===== src/rtl/vga_sync_generator.sv =====
// ---------------------------------------------------------------------------
// vga_sync_generator
//
// VGA timing stage clocked by the 25 MHz pixel clock from the 50->25 MHz
// divider. Produces hsync/vsync, blanking, a frame-start strobe and the pixel
// coordinates consumed by the pixel-colour logic. Default timing is
// 640x480 @ 60 Hz (800x525 total).
//
// Ports:
//   clk          in   1   pixel clock
//   reset        in   1   asynchronous, active-low reset
//   hsync        out  1   horizontal sync, level SYNC_POL when asserted
//   vsync        out  1   vertical sync, level SYNC_POL when asserted
//   blank_n      out  1   1 = visible pixel, 0 = blanking
//   sync_n       out  1   constant 0 (DAC composite sync unused)
//   frame_start  out  1   one-cycle strobe at pixel (0,0)
//   x            out  10  horizontal counter, 0..H_TOTAL-1
//   y            out  10  vertical counter, 0..V_TOTAL-1
//   r, g, b      out  8   colour-bar test pattern (only with VGA_TESTPATTERN_EN)
//
// Optional feature macro: VGA_TESTPATTERN_EN adds the r/g/b test-pattern
// outputs. Timing outputs are identical with or without it.
//
// Every output is a flop loaded from the next-count values, so all outputs
// describe the same pixel as x/y in the same cycle.
// ---------------------------------------------------------------------------
module vga_sync_generator #(
  parameter int   H_ACTIVE = 640,
  parameter int   H_FP     = 16,
  parameter int   H_SYNC   = 96,
  parameter int   H_BP     = 48,
  parameter int   V_ACTIVE = 480,
  parameter int   V_FP     = 10,
  parameter int   V_SYNC   = 2,
  parameter int   V_BP     = 33,
  parameter logic SYNC_POL = 1'b0
) (
  input  logic       clk,
  input  logic       reset,
  output logic       hsync,
  output logic       vsync,
  output logic       blank_n,
  output logic       sync_n,
  output logic       frame_start,
  output logic [9:0] x,
  output logic [9:0] y
`ifdef VGA_TESTPATTERN_EN
  ,
  output logic [7:0] r,
  output logic [7:0] g,
  output logic [7:0] b
`endif
);

  localparam int H_TOTAL = H_ACTIVE + H_FP + H_SYNC + H_BP;
  localparam int V_TOTAL = V_ACTIVE + V_FP + V_SYNC + V_BP;

  localparam logic [9:0] H_LAST   = 10'(H_TOTAL - 1);
  localparam logic [9:0] V_LAST   = 10'(V_TOTAL - 1);
  localparam logic [9:0] H_ACT    = 10'(H_ACTIVE);
  localparam logic [9:0] V_ACT    = 10'(V_ACTIVE);
  localparam logic [9:0] HS_START = 10'(H_ACTIVE + H_FP);
  localparam logic [9:0] HS_END   = 10'(H_ACTIVE + H_FP + H_SYNC);
  localparam logic [9:0] VS_START = 10'(V_ACTIVE + V_FP);
  localparam logic [9:0] VS_END   = 10'(V_ACTIVE + V_FP + V_SYNC);

  logic [9:0] r_h_cnt;
  logic [9:0] r_v_cnt;
  logic       r_hsync;
  logic       r_vsync;
  logic       r_blank_n;
  logic       r_frame_start;

  logic       w_h_wrap;
  logic [9:0] w_h_next;
  logic [9:0] w_v_next;
  logic       w_hs_act;
  logic       w_vs_act;
  logic       w_blank_n_next;
  logic       w_frame_start_next;

  assign w_h_wrap = (r_h_cnt == H_LAST);
  assign w_h_next = w_h_wrap ? 10'd0 : r_h_cnt + 10'd1;
  // Vertical counter only moves on a horizontal wrap.
  assign w_v_next = !w_h_wrap          ? r_v_cnt :
                    (r_v_cnt == V_LAST) ? 10'd0   : r_v_cnt + 10'd1;

  assign w_hs_act           = (w_h_next >= HS_START) && (w_h_next < HS_END);
  assign w_vs_act           = (w_v_next >= VS_START) && (w_v_next < VS_END);
  assign w_blank_n_next     = (w_h_next < H_ACT) && (w_v_next < V_ACT);
  assign w_frame_start_next = (w_h_next == 10'd0) && (w_v_next == 10'd0);

  // Reset parks the counters on the last pixel of the frame so the first
  // clock after release lands on (0,0) with frame_start asserted.
  always_ff @(posedge clk or negedge reset) begin
    if (!reset) begin
      r_h_cnt       <= H_LAST;
      r_v_cnt       <= V_LAST;
      r_hsync       <= ~SYNC_POL;
      r_vsync       <= ~SYNC_POL;
      r_blank_n     <= 1'b0;
      r_frame_start <= 1'b0;
    end else begin
      r_h_cnt       <= w_h_next;
      r_v_cnt       <= w_v_next;
      r_hsync       <= w_hs_act ? SYNC_POL : ~SYNC_POL;
      r_vsync       <= w_vs_act ? SYNC_POL : ~SYNC_POL;
      r_blank_n     <= w_blank_n_next;
      r_frame_start <= w_frame_start_next;
    end
  end

  assign hsync       = r_hsync;
  assign vsync       = r_vsync;
  assign blank_n     = r_blank_n;
  assign frame_start = r_frame_start;
  assign sync_n      = 1'b0;
  assign x           = r_h_cnt;
  assign y           = r_v_cnt;

`ifdef VGA_TESTPATTERN_EN
  // Eight vertical bars of H_ACTIVE/8 pixels:
  // white, yellow, cyan, green, magenta, red, blue, black.
  // With the bar index b[2:0]: red is on when b[1]==0, green when b[2]==0,
  // blue when b[0]==0.
  localparam logic [9:0] BAR_W = 10'(H_ACTIVE / 8);

  logic [7:0] r_r;
  logic [7:0] r_g;
  logic [7:0] r_b;
  logic [9:0] w_bar_q;
  logic [2:0] w_bar;

  assign w_bar_q = w_h_next / BAR_W;
  // Clamp covers the few leftover pixels when H_ACTIVE is not a multiple of 8.
  assign w_bar   = (w_bar_q > 10'd7) ? 3'd7 : w_bar_q[2:0];

  always_ff @(posedge clk or negedge reset) begin
    if (!reset) begin
      r_r <= 8'h00;
      r_g <= 8'h00;
      r_b <= 8'h00;
    end else if (w_blank_n_next) begin
      r_r <= {8{~w_bar[1]}};
      r_g <= {8{~w_bar[2]}};
      r_b <= {8{~w_bar[0]}};
    end else begin
      r_r <= 8'h00;
      r_g <= 8'h00;
      r_b <= 8'h00;
    end
  end

  assign r = r_r;
  assign g = r_g;
  assign b = r_b;
`endif

endmodule

===== config.mk =====
export PLATFORM = sky130hd
export DESIGN_NAME = vga_sync_generator
export DESIGN_NICKNAME = d
export VERILOG_FILES = /design/src/rtl/vga_sync_generator.sv
export SDC_FILE = /design/constraint.sdc
export NUM_CORES = 1
export LEC_CHECK = 0
export BUFFER_PORTS_ARGS = -buffer_cell sky130_fd_sc_hd__buf_4
export CORE_ASPECT_RATIO = 1.5
export CORE_MARGIN = 3
export CORE_UTILIZATION = 35
export CTS_CLUSTER_DIAMETER = 200
export DETAILED_ROUTE_END_ITERATION = 12
export GPL_ROUTABILITY_DRIVEN = 0
export PLACE_DENSITY = 0.65
export SLEW_MARGIN = 25
export SYNTH_ARGS = -nofsm -noshare
export SYNTH_HDL_FRONTEND = slang
export SYNTH_SLANG_ARGS = --single-unit

===== constraint.sdc =====
create_clock -name clk -period 2.5 [get_ports clk]
set_input_delay 0.5 -clock clk [delete_from_list [all_inputs] [get_ports clk]]
set_output_delay 0.5 -clock clk [all_outputs]
set_load 0.01 [all_outputs]

==> flow_metrics.py, run 1 <==
metrics = {
    "status": {
        "outcome": "finished clean",
    },
    "synth": {
        "avgSynthCellArea_um2": 8.91,
        "synthCells": 161,
        "synth-main-ff-cell": "dfstp_2",
        "async_reset_ff_frac": 1.00,
        "synth-seq-cells": 24,
        "seq_area_frac_synth": 0.429,
        "yosysUniqueCellTypes": 39,
        "synthesis.nets": 166,
        "yosysWarnings": 0,
        "synth-edff-count": 0,
        "synth_area_um2": 1440,
    },
    "cts": {
        "ctsHoldBuffers": 0,
        "cts-root-buf": "clkbuf_8",
        "cts.clk_slew.worst_paths_ps": 90,
        "cts_inserted_buffers": 3,
        "cts_tree": "built",
        "cts_max_level": 1,
        "cts_sinks": 24,
        "clk_latency_ps": 270,
        "clockBufferDepth": 2,
    },
    "power_and_ir_drop": {
        "ir_worst_vdd_v": 0.000314,
        "power.density_nw_per_um2": 372,
        "p_switching_w": 0.000138,
        "switching_share": 0.186,
        "p_leak_nw": 0.863,
        "p_seq_frac": 0.524,
        "power.internal_w": 0.000604,
        "combPwrFrac": 0.012,
        "clockPowerShare": 0.464,
    },
    "timing": {
        "max_freq_ghz": 0.418,
        "timing.hold.ws_ps": 111,
        "finalSetupViolations": 0,
        "finalClockSkew_ps": 7.96,
        "rsz0062_at_grt": "yes",
        "min_period_over_period": 0.957,
        "fin_crit_ps": 2390,
        "drv_slew": 0,
        "layout_setup_ws_ps": 107,
        "hold_viol": 0,
        "setup_tns_ps": 0,
    },
    "cells_and_area": {
        "finish.utilization": 0.522,
        "stdcell_count": 253,
        "syn2layout_area_growth_pct": 38.8,
        "nNetsFinal": 216,
        "layout.cells.most_common": "buf_4",
        "diodes": 0,
        "layout_common_cells": "buf_4, nand2_1, o21ai_0, dfrtp_1, dfstp_2",
        "drive_above_1_share": 0.433,
    },
    "drt": {
        "ant_nets": 0,
        "drtIter0Drc": 64,
        "vias_per_cell": 5.72,
        "post_drt_wl_per_cell_um": 16.7,
        "wl_mm": 4.22,
        "drc": 0,
        "vias": 1446,
        "drt_pass1_iterations": 4,
    },
    "grt": {
        "first_global_vias": 1424,
        "antenna_found_initial": 0,
        "grt_pass1_wl_mm": 6.88,
        "grt_max_degree": 25,
        "grt_overflow": 0,
        "grtUsageTotal": 0.178,
    },
    "critical_path": {
        "worstPathRequired_ps": 2670,
        "start_kind": "flip-flop",
        "crit_type": "flip-flop to flip-flop",
        "crit_fanout": 4,
        "worstPathArrival_ps": 2570,
        "r2r_slack_ps": 110,
        "endpoint_kind": "flip-flop",
    },
    "placed_design": {
        "place_ws_ps": -40.4,
        "dp_cells": 241,
        "io_buffers": 25,
        "dp.final_hpwl_mm": 3.08,
    },
    "worst_hold_path": {
        "hold_path.class": "input port to asynchronous set/reset pin",
    },
    "floorplan": {
        "die_x_um": 58.3,
        "die_h_um": 84.4,
        "core_area_um2": 3820,
        "ios": 27,
        "dieArea_um2": 4920,
        "initial_core_util": 0.376,
        "num_rows": 27,
    },
    "job": {
        "max-cap-violations": 0,
    },
}
-- what timing repair did --
| action | 4_1_cts | 5_1_grt |
|---|---|---|
| gates resized for setup | 5 | 12 |
| endpoints found under the setup margin | 2 | 3 |
| setup buffers | 1 | 7 |
| pin swaps | 2 | 6 |
-- flip-flops by register name, summed over array words and instances (netlist names) --
| register | cells |
|---|---|
| frame_start | 1 |
| vsync | 1 |
| y | 10 |
| x | 10 |
| hsync | 1 |
| blank_n | 1 |
-- stage by stage --
stage | cell area (um^2) | power (W)
after floorplan | 1450 | 0.000398
after global placement | 1790 | 0.000405
after detailed placement | 1790 | 0.000405
after CTS | 1890 | 0.000750
after global routing | 1990 | 0.000776
final | 1990 | 0.000742
-- layer usage --
layer  vias up  global-route usage  share of wire
li1        678                   -              -
met1       694               0.214           0.36
met2        60               0.295           0.55
met3        14              0.0354          0.059
met4         0              0.0865          0.037
met5         -                   0              0
-- synthesized netlist by cell type (all sizes together), types with 2 or more instances --
library cell | number | area [um^2]
nand2 | 15 | 56.3
o21ai | 14 | 70.1
dfrtp | 12 | 300
dfstp | 12 | 315
nor3 | 12 | 60.1
inv | 11 | 41.3
nor2 | 10 | 37.5
nand3 | 9 | 45.0
nand4 | 8 | 50.1
a21oi | 6 | 30.0
or3 | 6 | 48.8
xor2 | 6 | 52.6
buf | 5 | 33.8
nor4 | 4 | 31.3
xnor2 | 4 | 35.0
ha | 3 | 37.5
or2 | 3 | 18.8
or4 | 3 | 25.0
or4b | 3 | 33.8
a32oi | 2 | 17.5
nor2b | 2 | 12.5
-- cell type report --
class                   count  area (um^2)
fillers                   344         1830
multi-input cells         120          816
flip-flops and latches     24          616
repair buffers             51          394
well taps                  43         53.8
clock buffers               3         41.3
inverters                  11         41.3
clock inverters             1         30.0
-- path summary, 6_finish.rpt --
| path | endpoint | depth (start not counted) | start |
|---|---|---|---|
| worst min register to register | x[1] | 1 | x[1] |
| max in group asynchronous | y[2] | 1 | reset |
| worst min-delay path | blank_n | 1 | reset |
| min in group clk | x[1] | 1 | x[1] |
| worst max-delay path | frame_start | 6 | y[9] |
| worst max register to register | frame_start | 6 | y[9] |
-- worst max-delay path: stages (launching register included) --
cell and delay, ps:
dfstp_2 530, or4b_4 490, nor4_2 350, o21ai_1 140
a2111oi_2 360, nand4_1 160, nor4_2 280
-- power by group through the flow --
stage / Clock (W) / Sequential [W] / Combinational [W]
after floorplan: 0 / 0.000396 / 0.00000181
after global placement: 0 / 0.000396 / 0.00000927
after detailed placement: 0 / 0.000396 / 0.00000955
after CTS: 0.000352 / 0.000389 / 0.00000948
after global routing: 0.000376 / 0.000389 / 0.0000106
final: 0.000344 / 0.000389 / 0.00000891
-- cell families after synthesis --
logic type               Yosys count  synth area share
adder cells (fa/ha/maj)            3            0.0262
AO/OA/AOI/OAI                     30             0.130
flip-flops                        24             0.429
buffers and inverters             17            0.0549
AND/OR/NAND/NOR                   76             0.296
other                              1           0.00261
XOR/XNOR                          10            0.0610
No activity file was read; power rests on OpenSTA's default activity.
==> run 2: changes to the inputs <==
Settings changed: BUFFER_PORTS_ARGS -buffer_cell sky130_fd_sc_hd__buf_4 to -buffer_cell sky130_fd_sc_hd__buf_2.
==> run 2 against run 1 <==
Sequential share of layout area rose by 1.0 points. Worst hold slack gained 94 ps. Critical path depth is 2 higher. Setup slack got worse by 25 ps. Clock skew shrank 3.0 ps. Clock-buffer cell count grew 1.
==> flow_metrics.py, run 2 (synthesized netlist as in run 1, its figures left out) <==
metrics = {
    "cells_and_area": {
        "fillers": 371,
        "diodes": 0,
        "design_area_um2": 1930,
        "stdcell_count": 255,
        "syn2layout_area_growth_pct": 34.7,
        "drive_above_1_share": 0.429,
        "nNetsFinal": 218,
        "layout.cells.most_common": "buf_4",
        "multiInputGateArea_um2": 823,
        "seq_area_um2": 617,
        "layout_common_cells": "buf_4, buf_2, nand2_1",
    },
    "grt": {
        "first_global_vias": 1391,
        "grt_overflow": 0,
        "grt_pass1_wl_mm": 6.75,
        "grtUsageTotal": 0.175,
        "antenna_found_initial": 0,
        "grt_max_degree": 25,
    },
    "critical_path": {
        "slowest_stage": "dfstp_2",
        "worstRegToRegCells": 8,
        "worstPathArrival_ps": 2590,
        "worstSetupStartpoint": "x[0]",
        "crit_buf_inv": 1,
        "crit_path_end": "frame_start",
        "r2r_end": "frame_start",
        "crit_fanout": 5,
        "critPathTopFamily": "simple AND/OR/NAND/NOR gates",
        "cpMostUsedCell": "nand4_1",
        "start_kind": "flip-flop",
        "worstPathRequired_ps": 2670,
        "cp.depth": 8,
        "crit_chain": "ha_4, nand4_1, or3_4, buf_6, o31a_1, a2111oi_4, nand4_1, nor4_2",
        "crit_type": "flip-flop to flip-flop",
        "endpoint_kind": "flip-flop",
        "r2r_slack_ps": 80,
        "max_stage_delay_ps": 560,
        "r2r_start": "x[0]",
    },
    "timing": {
        "setup_tns_ps": 0,
        "rsz0062_at_grt": "yes",
        "slew_headroom": 0.595,
        "fin_crit_ps": 2420,
        "finalClockSkew_ps": 4.96,
        "min_period_over_period": 0.967,
        "worst_slew_pin_slew_ps": 601,
        "finalSetupViolations": 0,
        "hold_viol": 0,
        "drv_slew": 0,
        "max_freq_ghz": 0.414,
    },
    "cts": {
        "cts_tree": "built",
        "cts_sinks": 24,
        "cts-root-buf": "clkbuf_8",
        "clockBufferDepth": 2,
        "clk_latency_ps": 270,
        "cts_max_level": 1,
        "cts_inserted_buffers": 3,
        "cts.clk_slew.worst_paths_ps": 90,
    },
    "placed_design": {
        "dp.final_hpwl_mm": 2.99,
        "dp_cells": 245,
        "placed_cell_area_um2": 1760,
        "io_buffers": 25,
    },
    "floorplan": {
        "die_x_um": 58.3,
        "dieArea_um2": 4920,
        "core_area_um2": 3820,
        "num_rows": 27,
        "die_h_um": 84.4,
        "ios": 27,
        "initial_core_util": 0.376,
    },
    "drt": {
        "ant_nets": 0,
        "drt_pass1_iterations": 4,
        "drtIter0Drc": 72,
        "wl_mm": 4.04,
        "vias_per_cell": 5.60,
        "vias": 1428,
        "post_drt_wl_per_cell_um": 15.8,
        "drc": 0,
    },
    "status": {
        "outcome": "finished clean",
    },
    "power_and_ir_drop": {
        "ir_worst_vdd_v": 0.000315,
        "p_leak_nw": 0.856,
        "power.density_nw_per_um2": 343,
    },
    "job": {
        "max-cap-violations": 0,
    },
    "worst_hold_path": {
        "hold_path.class": "input port to asynchronous set/reset pin",
    },
}
[run 2: worst register-to-register path: cells and delay by family, from the launching register on]
kind	cells	cell delay, ps
flops	1	560
fa+ha+maj	1	130
simple gates	4	1020
compound gates	2	470
buf+inv	1	140
[run 2: worst min path at each step]
stage	cells past startpoint	to	from	slack (ps)
4_1_cts	1	blank_n	reset	220
6_report	1	blank_n	reset	200
2_1_floorplan	0	blank_n	reset	200
3_5_place_dp	1	blank_n	reset	510
3_3_place_gp	1	y[5]	reset	510
5_1_grt	1	blank_n	reset	230
[run 2: timing repair]
action                                  4_1_cts  5_1_grt
cloned                                        0        0
pin swaps                                     0       10
resized for setup                             0       16
setup buffers                                 2        4
hold buffers                                  0        0
endpoints found under the setup margin        2        3
[run 2: final cells by class]
| class | count | area share |
|---|---|---|
| clock buffers | 4 | 0.0285 |
| inverters | 11 | 0.0214 |
| multi-input cells | 120 | 0.426 |
| flip-flops and latches | 24 | 0.319 |
| well taps | 43 | 0.0278 |
| repair buffers | 53 | 0.177 |
[run 2: power breakdown]
group	internal, W	switching (W)	total, W
sequential	0.000389	0	0.000389
clock	0.000141	0.000125	0.000265
combinational	0.000000558	0.00000796	0.00000852
[run 2: metrics by stage]
| step | util | setup WS, ps | hold slack [ps] | power (W) |
|---|---|---|---|---|
| 2_1_floorplan | - | 61.3 | 204 | 0.000398 |
| 4_1_cts | 0.479 | 20.6 | 222 | 0.000671 |
| 3_5_place_dp | 0.461 | -49.0 | 513 | 0.000405 |
| 3_3_place_gp | 0.461 | 52.2 | 513 | 0.000405 |
| 6_report | 0.506 | 81.7 | 205 | 0.000663 |
| 5_1_grt | 0.506 | -10.9 | 226 | 0.000694 |
[run 2: metal layers]
layer / global-route usage / wire length (um) / vias up
met5: 0 / 0 / -
met4: 0.0549 / 120 / 0
met3: 0.0292 / 216 / 13
met2: 0.297 / 2080 / 55
met1: 0.219 / 1620 / 681
li1: - / - / 679
